[config.mk]
export PLATFORM = sky130hd
export DESIGN_NAME = ccff_bitstream_shifter
export DESIGN_NICKNAME = d
export VERILOG_FILES = /design/src/rtl/ccff_bitstream_shifter.sv
export SDC_FILE = /design/constraint.sdc
export NUM_CORES = 1
export LEC_CHECK = 0
export BUFFER_PORTS_ARGS = -buffer_cell sky130_fd_sc_hd__buf_2
export CORE_MARGIN = 2
export CORE_UTILIZATION = 40
export CTS_CLUSTER_DIAMETER = 50
export CTS_CLUSTER_SIZE = 28
export DETAILED_ROUTE_END_ITERATION = 12
export PLACE_DENSITY_LB_ADDON = 0.3
export SLEW_MARGIN = 0
export SYNTH_ARGS = -nofsm -noshare
export SYNTH_HDL_FRONTEND = slang
export SYNTH_SLANG_ARGS = --single-unit
export TNS_END_PERCENT = 30
[constraint.sdc]
create_clock -name tck_i -period 7.8 [get_ports tck_i]
set_input_delay 0.39 -clock tck_i [delete_from_list [all_inputs] [get_ports tck_i]]
set_output_delay 0.39 -clock tck_i [all_outputs]
set_load 0.01 [all_outputs]
[src/rtl/ccff_bitstream_shifter.sv]
// Shifts plaintext bitstream words MSB-first into the fabric configuration chain,
// drives pReset/config_enable/prog_clk enable and checks the chain tail afterwards.
module ccff_bitstream_shifter #(
    parameter int WORD_W     = 32,
    parameter int CHAIN_LEN  = 4096,
    parameter int CNT_W      = 16,
    parameter int PRESET_CYC = 4
) (
    input  logic              tck_i,
    input  logic              rst_i,
    input  logic              start_i,
    input  logic [WORD_W-1:0] word_i,
    input  logic              word_valid_i,
    output logic              word_ready_o,
    output logic              pReset_o,
    output logic              config_enable_o,
    output logic              prog_clk_en_o,
    output logic              ccff_head_o,
    input  logic              ccff_tail_i,
    output logic              busy_o,
    output logic              done_o,
    output logic              error_o
);

    localparam int REM_W = $clog2(WORD_W + 1);

    localparam logic [2:0] IDLE   = 3'd0;
    localparam logic [2:0] PRESET = 3'd1;
    localparam logic [2:0] SHIFT  = 3'd2;
    localparam logic [2:0] CHECK  = 3'd3;
    localparam logic [2:0] DONE   = 3'd4;

    localparam logic [CNT_W-1:0] CNT_ZERO_C   = {CNT_W{1'b0}};
    localparam logic [CNT_W-1:0] CNT_ONE_C    = CNT_W'(1);
    localparam logic [CNT_W-1:0] LEN_C        = CNT_W'(CHAIN_LEN);
    localparam logic [CNT_W-1:0] LEN_M1_C     = CNT_W'(CHAIN_LEN - 1);
    localparam logic [CNT_W-1:0] PRE_LAST_C   = CNT_W'(PRESET_CYC - 1);
    localparam logic [REM_W-1:0] REM_ZERO_C   = {REM_W{1'b0}};
    localparam logic [REM_W-1:0] REM_ONE_C    = REM_W'(1);
    localparam logic [REM_W-1:0] REM_FULL_C   = REM_W'(WORD_W);
    localparam logic [REM_W-1:0] REM_BYPASS_C = REM_W'(WORD_W - 1);

    logic [2:0]        state_r,     state_s;
    logic [CNT_W-1:0]  pre_cnt_r,   pre_cnt_s;
    logic [CNT_W-1:0]  bit_cnt_r,   bit_cnt_s;
    logic [WORD_W-1:0] buf_r,       buf_s;
    logic [REM_W-1:0]  rem_r,       rem_s;
    logic              first_bit_r, first_bit_s;
    logic              ready_r,     ready_s;
    logic              preset_r,    preset_s;
    logic              cfg_en_r,    cfg_en_s;
    logic              pclk_r,      pclk_s;
    logic              head_r,      head_s;
    logic              busy_r,      busy_s;
    logic              done_r,      done_s;
    logic              error_r,     error_s;
    logic              take_s;
    logic              emit_bit_s;
    logic              discard_s;

    // Next-state and next-output computation for the whole load sequence
    always_comb begin
        state_s     = state_r;
        pre_cnt_s   = pre_cnt_r;
        bit_cnt_s   = bit_cnt_r;
        buf_s       = buf_r;
        rem_s       = rem_r;
        first_bit_s = first_bit_r;
        preset_s    = preset_r;
        cfg_en_s    = cfg_en_r;
        pclk_s      = 1'b0;
        head_s      = head_r;
        busy_s      = busy_r;
        done_s      = done_r;
        error_s     = error_r;
        emit_bit_s  = 1'b0;
        take_s      = word_valid_i & ready_r;
        // the bit emitted on this edge is the last one the chain needs
        discard_s   = (bit_cnt_r == LEN_M1_C);

        case (state_r)
            IDLE, DONE: begin
                if (start_i) begin
                    state_s   = PRESET;
                    pre_cnt_s = CNT_ZERO_C;
                    bit_cnt_s = CNT_ZERO_C;
                    rem_s     = REM_ZERO_C;
                    preset_s  = 1'b1;
                    cfg_en_s  = 1'b1;
                    busy_s    = 1'b1;
                    done_s    = 1'b0;
                    error_s   = 1'b0;
                end else begin
                    state_s = state_r;
                end
            end
            PRESET: begin
                if (pre_cnt_r == PRE_LAST_C) begin
                    state_s  = SHIFT;
                    preset_s = 1'b0;
                end else begin
                    pre_cnt_s = pre_cnt_r + CNT_ONE_C;
                end
            end
            SHIFT: begin
                if (bit_cnt_r == LEN_C) begin
                    state_s = CHECK;
                end else if ((rem_r != REM_ZERO_C) || take_s) begin
                    if (rem_r != REM_ZERO_C) begin
                        emit_bit_s = buf_r[WORD_W-1];
                        if (take_s) begin
                            buf_s = word_i;
                            rem_s = discard_s ? REM_ZERO_C : REM_FULL_C;
                        end else begin
                            buf_s = buf_r << 1;
                            rem_s = discard_s ? REM_ZERO_C : (rem_r - REM_ONE_C);
                        end
                    end else begin
                        // empty buffer: the incoming MSB goes straight to the chain
                        emit_bit_s = word_i[WORD_W-1];
                        buf_s      = word_i << 1;
                        rem_s      = discard_s ? REM_ZERO_C : REM_BYPASS_C;
                    end
                    pclk_s    = 1'b1;
                    head_s    = emit_bit_s;
                    bit_cnt_s = bit_cnt_r + CNT_ONE_C;
                    if (bit_cnt_r == CNT_ZERO_C) begin
                        first_bit_s = emit_bit_s;
                    end else begin
                        first_bit_s = first_bit_r;
                    end
                end else begin
                    head_s = head_r;
                end
            end
            CHECK: begin
                state_s  = DONE;
                error_s  = ccff_tail_i ^ first_bit_r;
                done_s   = 1'b1;
                busy_s   = 1'b0;
                cfg_en_s = 1'b0;
                head_s   = 1'b0;
            end
            default: begin
                state_s  = IDLE;
                rem_s    = REM_ZERO_C;
                preset_s = 1'b0;
                cfg_en_s = 1'b0;
                head_s   = 1'b0;
                busy_s   = 1'b0;
                done_s   = 1'b0;
                error_s  = 1'b0;
            end
        endcase

        // ready is offered only when another word is still needed by the chain
        ready_s = (state_s == SHIFT) &&
                  (((rem_s == REM_ZERO_C) && (bit_cnt_s < LEN_C)) ||
                   ((rem_s == REM_ONE_C)  && (bit_cnt_s < LEN_M1_C)));
    end

    // State and registered-output update with asynchronous reset
    always_ff @(posedge tck_i or posedge rst_i) begin
        if (rst_i) begin
            state_r     <= IDLE;
            pre_cnt_r   <= CNT_ZERO_C;
            bit_cnt_r   <= CNT_ZERO_C;
            buf_r       <= {WORD_W{1'b0}};
            rem_r       <= REM_ZERO_C;
            first_bit_r <= 1'b0;
            ready_r     <= 1'b0;
            preset_r    <= 1'b0;
            cfg_en_r    <= 1'b0;
            pclk_r      <= 1'b0;
            head_r      <= 1'b0;
            busy_r      <= 1'b0;
            done_r      <= 1'b0;
            error_r     <= 1'b0;
        end else begin
            state_r     <= state_s;
            pre_cnt_r   <= pre_cnt_s;
            bit_cnt_r   <= bit_cnt_s;
            buf_r       <= buf_s;
            rem_r       <= rem_s;
            first_bit_r <= first_bit_s;
            ready_r     <= ready_s;
            preset_r    <= preset_s;
            cfg_en_r    <= cfg_en_s;
            pclk_r      <= pclk_s;
            head_r      <= head_s;
            busy_r      <= busy_s;
            done_r      <= done_s;
            error_r     <= error_s;
        end
    end

    assign word_ready_o    = ready_r;
    assign pReset_o        = preset_r;
    assign config_enable_o = cfg_en_r;
    assign prog_clk_en_o   = pclk_r;
    assign ccff_head_o     = head_r;
    assign busy_o          = busy_r;
    assign done_o          = done_r;
    assign error_o         = error_r;

endmodule

==> run_results.csv, run 1 <==
group,metric,value,unit
outcome,run_status,"complete, no violations",
setup_path,timing.critical_path.slowest_cell_delay,0.51,ns
setup_path,critical_path.slowest_cell,"buf_4",
global_route,gr-max-usage-layer,"met2",
setup_path,worst-endpoint-arrival,3.47,ns
logic_synthesis,post_synthesis_compound_gate_area_fraction,20.3,%
power_and_ir_drop,worst_ir_drop_vdd,0.105,mV
min_path,path_class_of_the_lowest_slack_min_delay_path,"in2reg",
setup_path,required,8.01,ns
detailed_routing,detail_route.drc_violations,0,
power_and_ir_drop,p_leak,2.08,nW
floorplanning,row_count,38,
logic_synthesis,count_of_flip_flops_with_a_built_in_enable_after_synthesis,0,
floorplanning,area_of_the_die,0.0121,mm²
setup_path,critical_path.max_fanout,72,
logic_synthesis,syn_inst,554,
clock_tree,ctsHoldBuffers,0,
detailed_routing,routed_wl,10400,µm
detailed_routing,antenna_left,0,
global_route,first_global_vias,3712,
setup_path,critical_path.endpoint_type,"register",
job,maxCapViolCount,0,
clock_tree,numCtsBuffers,9,
detailed_routing,routedWlPerCell,14.4,µm
sta,final_period_minus_worst_setup_slack,3.25,ns
setup_path,crit_chain,"inv_1 > ha_1 > or3b_1 > o41a_1 > nand2_2 > buf_4 > o211ai_1 > o31ai_1 > nand2_1 > nor4_1 > a41oi_2",
logic_synthesis,multiplexer_share_of_the_synthesized_area,1.62,%
clock_tree,postCtsSetupRepairBufs,0,
logic_synthesis,synth.yosys.warnings,0,
logic_synthesis,xor_xnor_fraction_of_synth_area,2.54,%
logic_synthesis,yosys.cell_types.count,55,
final_layout,post_route_cell_area,0.00496,mm²
detailed_routing,detail_route.first_pass.iterations,4,
logic_synthesis,synth_adder_area_share,1.11,%
setup_path,criticalPathCategory,"reg2reg",
global_route,grt_util_met1,24.4,%
logic_synthesis,synth.top_cells.by_count,"nand2_1 (133), dfrtp_1 (81), a21oi_1 (79)",
final_layout,layout_cells_sized_above_1,13.3,%
logic_synthesis,netlist.area_leader.share,45.1,%
logic_synthesis,synthesis.area,0.00449,mm²
logic_synthesis,synth.area.top_cells,"dfrtp_1 (45%), nand2_1 (11%), a21oi_1 (8.8%)",
global_route,total_congestion_overflow,0,
sta,maxSlewViolCount,0,
sta,finalHoldViolCount,0,
logic_synthesis,synth.largest_area_cell,"dfrtp_1",
clock_tree,cts_max_path_buffers,2,
floorplanning,fp.dieH,110,µm
sta,achievable-frequency,307,MHz
setup_path,critical_path.startpoint_type,"register",
clock_tree,tritoncts,"built",
logic_synthesis,postSynth.asyncResetShare,100,%
clock_tree,post_cts_resize_count,0,
place,post_dp_cell_area,0.00479,mm²
global_route,initial_antenna_violation_count,0,
clock_tree,ctsHtreeMaxLevel,3,
floorplanning,design.core.area,0.0109,mm²
sta,min_period_over_period,41.7,%
floorplanning,initial_utilization,41.2,%
logic_synthesis,synthFlopType,"dfrtp_1",
sta,worst_slew_pin_slew,1.04,ns
global_route,grt_usage,18.4,%
logic_synthesis,yosysMostFrequentCell,"nand2_1",
logic_synthesis,synth_top_family_by_area,"simple AND/OR/NAND/NOR gates",
detailed_routing,route.vias.total,3963,
sta,report.final.setup_viol,0,
logic_synthesis,synth_seq_area_share,45.1,%
floorplanning,dieWidth,110,µm
global_route,grt.met2_usage,28.9,%
logic_synthesis,synthesis.nets,595,
place,dp_hpwl,6990,µm
power_and_ir_drop,power_density,223,mW/mm²
place,finalWeightedCongestion,0.929,
logic_synthesis,post_synth.cell_area_avg,8.11,µm²
final_layout,num-nets-final,624,
detailed_routing,via_density_per_instance,5.46,
logic_synthesis,synth-simple-area-share,25.1,%
sta,grt_setup_unrepaired,"no",
sta,worst_clock_skew,0.00744,ns
global_route,globalRouteMet3Util,2.73,%
clock_tree,clkTransAtPathRegs,0.08,ns
floorplanning,pin_count,45,
logic_synthesis,synth_seq_cells,81,
global_route,grt_first_pass_wirelength,17300,µm
final_layout,antenna-diode-count,0,
clock_tree,cts_root_buffer,"clkbuf_8",
global_route,grt_max_degree,82,
sta,relSlewSlack,30.5,%
sta,final.setup.tns,0,ns
place,io_buffers,44,
final_layout,area_growth_from_synthesis_to_layout,10.4,%
clock_tree,worst_skew_pair.late_latency,0.36,ns
clock_tree,numClockSinks,81,
detailed_routing,dr.first_iter.drc_count,251,
final_layout,fin_util,45.6,%
## final timing paths
kind / slack, ns / endpoint / start / cells after the start
worst min register to register: 0.48 / buf_r[0] / buf_r[0] / 2
max in group asynchronous: 6.79 / bit_cnt_r[5] / rst_i / 3
worst max register to register: 4.55 / word_ready_o / rem_r[0] / 11
min in group asynchronous: 0.35 / buf_r[7] / rst_i / 3
worst max-delay path: 4.55 / word_ready_o / rem_r[0] / 11
worst min-delay path: 0.27 / buf_r[0] / word_i[0] / 3
## sequential cells by signal, summed over array words and instances (netlist names)
register / cells
buf_r: 32
bit_cnt_r: 16
pre_cnt_r: 16
rem_r: 6
state_r: 3
busy_o: 1
ccff_head_o: 1
done_o: 1
error_o: 1
first_bit_r: 1
pReset_o: 1
prog_clk_en_o: 1
word_ready_o: 1
## cell families (layout without fill, tap and decap cells)
family / after synthesis / count (layout)
and+or+nand+nor: 242 / 242
AOI/OAI and AO/OA: 165 / 165
DFF: 81 / 81
buffers and inverters: 42 / 74
xor gates and xnor gates: 13 / 13
muxes: 7 / 7
adders and majority gates: 4 / 4
## stage by stage
step           instances  worst slack [ns]  power (mW)  hold WS, ns
2_1_floorplan        554              4.79       0.747        0.446
3_3_place_gp         712              4.64       0.825        0.460
3_5_place_dp         712              4.57       0.835        0.467
4_1_cts              726              4.54        1.12        0.261
5_1_grt              726              4.19        1.18        0.279
6_report             726              4.55        1.11        0.275
## power by group
part | switching [mW] | leakage [nW] | total (mW) | internal (mW)
sequential | 0.0547 | 1.12 | 0.531 | 0.477
combinational | 0.191 | 0.878 | 0.293 | 0.103
clock | 0.154 | 0.0871 | 0.282 | 0.129
## layer usage
metal  vias up  share of wire, %
met2        61                47
met4         0               2.7
met5         -                 0
met3        18               2.8
met1      1891                47
li1       1993                 -
## worst max-delay path: cells and delay by family, from the launching register on
family          cells  cell delay, ns
simple gates        4            1.06
compound gates      4            0.88
buf+inv             2            0.60
flops               1            0.40
fa+ha+maj           1            0.18
## layout by cell type, fill, tap and decap left out, drive strengths merged, types with 6 or more instances in the layout
cell type | Yosys | routed
nand2 | 134 | 134
dfrtp | 81 | 81
a21oi | 80 | 80
o21ai | 61 | 61
buf | 10 | 50
nor2 | 30 | 30
nand3 | 18 | 18
nand4 | 13 | 13
clkbuf | 22 | 11
xor2 | 10 | 10
inv | 10 | 9
nor3 | 8 | 8
or3 | 7 | 7
nor4 | 6 | 6
and3 | 6 | 6
o31ai | 6 | 6
## cell type report
type	instances	area [µm²]
clock buffer	11	151
clock inverter	3	17.5
fill	1081	5930
inverter	10	38.8
multi-input combinational	431	2280
sequential	81	2030
tap	140	175
timing repair buffer	50	265
(Power assumes the default switching activity.)
==> run 2: changes to the inputs <==
==> constraint.sdc (replaced) <==
create_clock -name tck_i -period 2.7 [get_ports tck_i]
set_input_delay 0.135 -clock tck_i [delete_from_list [all_inputs] [get_ports tck_i]]
set_output_delay 0.135 -clock tck_i [all_outputs]
set_load 0.01 [all_outputs]
==> run 2 against run 1 <==
  * Flip-flop and latch count stayed put
  * Via count is 5.9% higher
  * Fmax is 8.7% higher
  * Final area is 12% higher
  * Critical endpoint unchanged
  * Global-route usage is 1.8 points higher
  * Clock skew is 0.00057 ns lower
  * Highest routed layer unchanged
  * Combinational power grew to 3.8 times the previous value
  * First-iteration DRC count is 11% higher
  * The run now ends with negative setup slack left
  * Register-to-register slack worse by 4.8 ns
  * Critical path depth is 3 lower
==> run_results.csv, run 2 (synthesis gave the netlist of run 1 again) <==
group,metric,value,unit
outcome,run_status,"finished with violations",
outcome,violations,"negative setup slack",
place,dp_hpwl,8060,µm
sta,grt_setup_unrepaired,"yes",
clock_tree,numClockSinks,81,
clock_tree,clkTransAtPathRegs,0.09,ns
sta,final_period_minus_worst_setup_slack,3.00,ns
final_layout,area_growth_from_synthesis_to_layout,23.2,%
clock_tree,numCtsBuffers,9,
min_path,holdPathStages,3,
detailed_routing,routed_wl,11100,µm
power_and_ir_drop,p_int,2.28,mW
sta,relSlewSlack,46.8,%
power_and_ir_drop,power.switching,1.22,mW
setup_path,crit_chain,"or4_1 > or4_4 > nand3_2 > a2bb2oi_2 > o31ai_1 > or4b_1 > or4_4 > a41oi_2",
detailed_routing,detail_route.first_pass.iterations,5,
power_and_ir_drop,p_leak,2.43,nW
sta,worst_slew_pin_slew,0.797,ns
setup_path,reg2reg_slack,-0.30,ns
final_layout,most_frequent_cells_in_the_layout,"nand2_1 (133), dfrtp_1 (81), a21oi_1 (79)",
sta,hold-worst-slack,0.0400,ns
sta,achievable-frequency,334,MHz
sta,min_period_over_period,111,%
sta,final.setup.worst_slack,-0.295,ns
final_layout,antenna-diode-count,0,
global_route,grt_first_pass_wirelength,19200,µm
power_and_ir_drop,sequentialPowerShare,42.2,%
power_and_ir_drop,power_density,634,mW/mm²
power_and_ir_drop,power_switching_share,34.9,%
final_layout,layout_cells_sized_above_1,22.7,%
final_layout,layoutNonFillerInstCount,795,
final_layout,filler_cells_inserted,1028,
detailed_routing,routedWlPerCell,13.9,µm
floorplanning,row_count,38,
final_layout,reg.largest.list,"buf_r x32, bit_cnt_r x16, pre_cnt_r x16",
clock_tree,cts_root_buffer,"clkbuf_8",
power_and_ir_drop,clock_power_share,26.5,%
setup_path,path_common_cell,"or4_4",
detailed_routing,route.vias.total,4197,
detailed_routing,dr.first_iter.drc_count,278,
detailed_routing,antenna_left,0,
floorplanning,initial_utilization,41.2,%
sta,finalHoldViolCount,0,
setup_path,rr_startpoint,"bit_cnt_r[13]",
floorplanning,dieWidth,110,µm
setup_path,timing.reg2reg.worst_path_depth,8,
floorplanning,design.core.area,0.0109,mm²
setup_path,critical_path.endpoint_type,"register",
clock_tree,cts_max_path_buffers,2,
setup_path,critical_path.max_fanout,3,
setup_path,timing.critical_path.slowest_cell_delay,0.54,ns
setup_path,r2r-end,"word_ready_o",
setup_path,critical_path.slowest_cell,"or4_1",
power_and_ir_drop,share_comb_of_total_power,31.3,%
setup_path,required,2.98,ns
floorplanning,fp.dieH,110,µm
final_layout,mostFrequentLayoutCell,"nand2_1",
detailed_routing,detail_route.drc_violations,0,
global_route,grt_max_degree,66,
setup_path,path_delay_family,"simple AND/OR/NAND/NOR gates",
place,placed_cell_count,777,
setup_path,cp.buffers_inverters,0,
floorplanning,pin_count,45,
power_and_ir_drop,worst_ir_drop_vdd,0.310,mV
global_route,first_global_vias,4129,
floorplanning,area_of_the_die,0.0121,mm²
sta,maxSlewViolCount,0,
min_path,path_class_of_the_lowest_slack_min_delay_path,"in2reg",
sta,worst_clock_skew,0.00687,ns
global_route,initial_antenna_violation_count,0,
setup_path,critical_path.startpoint_type,"register",
sta,report.final.setup_viol,1,
detailed_routing,via_density_per_instance,5.28,
clock_tree,ctsHtreeMaxLevel,3,
job,maxCapViolCount,0,
setup_path,worst-endpoint-arrival,3.28,ns
final_layout,num-nets-final,691,
final_layout,largest_register_by_flop_count,"buf_r",
clock_tree,tritoncts,"built",
place,io_buffers,44,
global_route,total_congestion_overflow,0,
global_route,grt_usage,20.2,%
min_path,hold_end,"buf_r[0]",
place,finalWeightedCongestion,0.877,
setup_path,criticalPathCategory,"reg2reg",
final_layout,largest_reg_flops,32,
min_path,min-delay-start,"word_i[0]",
clock_tree,worst_skew_pair.late_latency,0.36,ns
## run 2: through the flow
step / utilization, % / instance area, µm² / setup WS (ns) / setup TNS [ns] / total power [mW]
3_3_place_gp: 48.6 / 5290 / -0.280 / -0.394 / 2.56
5_1_grt: 50.8 / 5530 / -0.466 / -0.466 / 3.77
3_5_place_dp: 48.6 / 5290 / -0.333 / -0.498 / 2.60
6_report: 50.8 / 5530 / -0.295 / -0.295 / 3.51
4_1_cts: 50.6 / 5510 / -0.294 / -0.294 / 3.54
2_1_floorplan: - / 4500 / -0.267 / -0.267 / 2.16
## run 2: final cells by class
| type | count | area, µm² | area share, % |
|---|---|---|---|
| Clock buffer | 11 | 141 | 2.56 |
| Clock inverter | 5 | 62.6 | 1.13 |
| Inverter | 10 | 38.8 | 0.701 |
| Multi-Input combinational cell | 431 | 2300 | 41.6 |
| Sequential cell | 81 | 2030 | 36.7 |
| Tap cell | 140 | 175 | 3.17 |
| Timing Repair Buffer | 117 | 787 | 14.2 |
## run 2: worst max path at each step
stage                  startpoint      endpoint  slack, ns  cells after the start
finish              bit_cnt_r[13]  word_ready_o      -0.30                      8
global placement    bit_cnt_r[13]  word_ready_o      -0.28                      8
floorplan                rem_r[0]  word_ready_o      -0.27                     11
global route         bit_cnt_r[1]  word_ready_o      -0.47                     11
detailed placement  bit_cnt_r[13]  word_ready_o      -0.33                      8
CTS                 bit_cnt_r[13]  word_ready_o      -0.29                      8
## run 2: worst register-to-register path, stage by stage, from the launching register on
cell       delay (ns)
dfrtp_1          0.39
or4_1            0.54
or4_4            0.46
nand3_2          0.12
a2bb2oi_2        0.14
o31ai_1          0.10
or4b_1           0.53
or4_4            0.50
a41oi_2          0.15
## run 2: metal layers
layer | vias up | part of all wire [%] | GRT usage (%)
li1 | 2133 | - | -
met1 | 1965 | 45 | 26.0
met2 | 77 | 48 | 33.0
met3 | 22 | 3.5 | 3.32
met4 | 0 | 2.9 | 9.76
met5 | - | 0 | 0
## run 2: power groups by stage
stage	registers (mW)	logic (mW)	clock network (mW)
final	1.48	1.10	0.929
after global routing	1.51	1.25	1.01
after CTS	1.48	1.11	0.959
after detailed placement	1.50	1.09	0
after global placement	1.50	1.06	0
after floorplan	1.50	0.660	0
## run 2: what timing repair did
action / 4_1_cts / 5_1_grt
setup endpoints to repair: 2 / 3
pin swaps: 3 / 0
buffers inserted: 0 / 1
hold buffers: 1 / 0
endpoints found under the hold margin: 42 / 0
resized for setup: 2 / 4
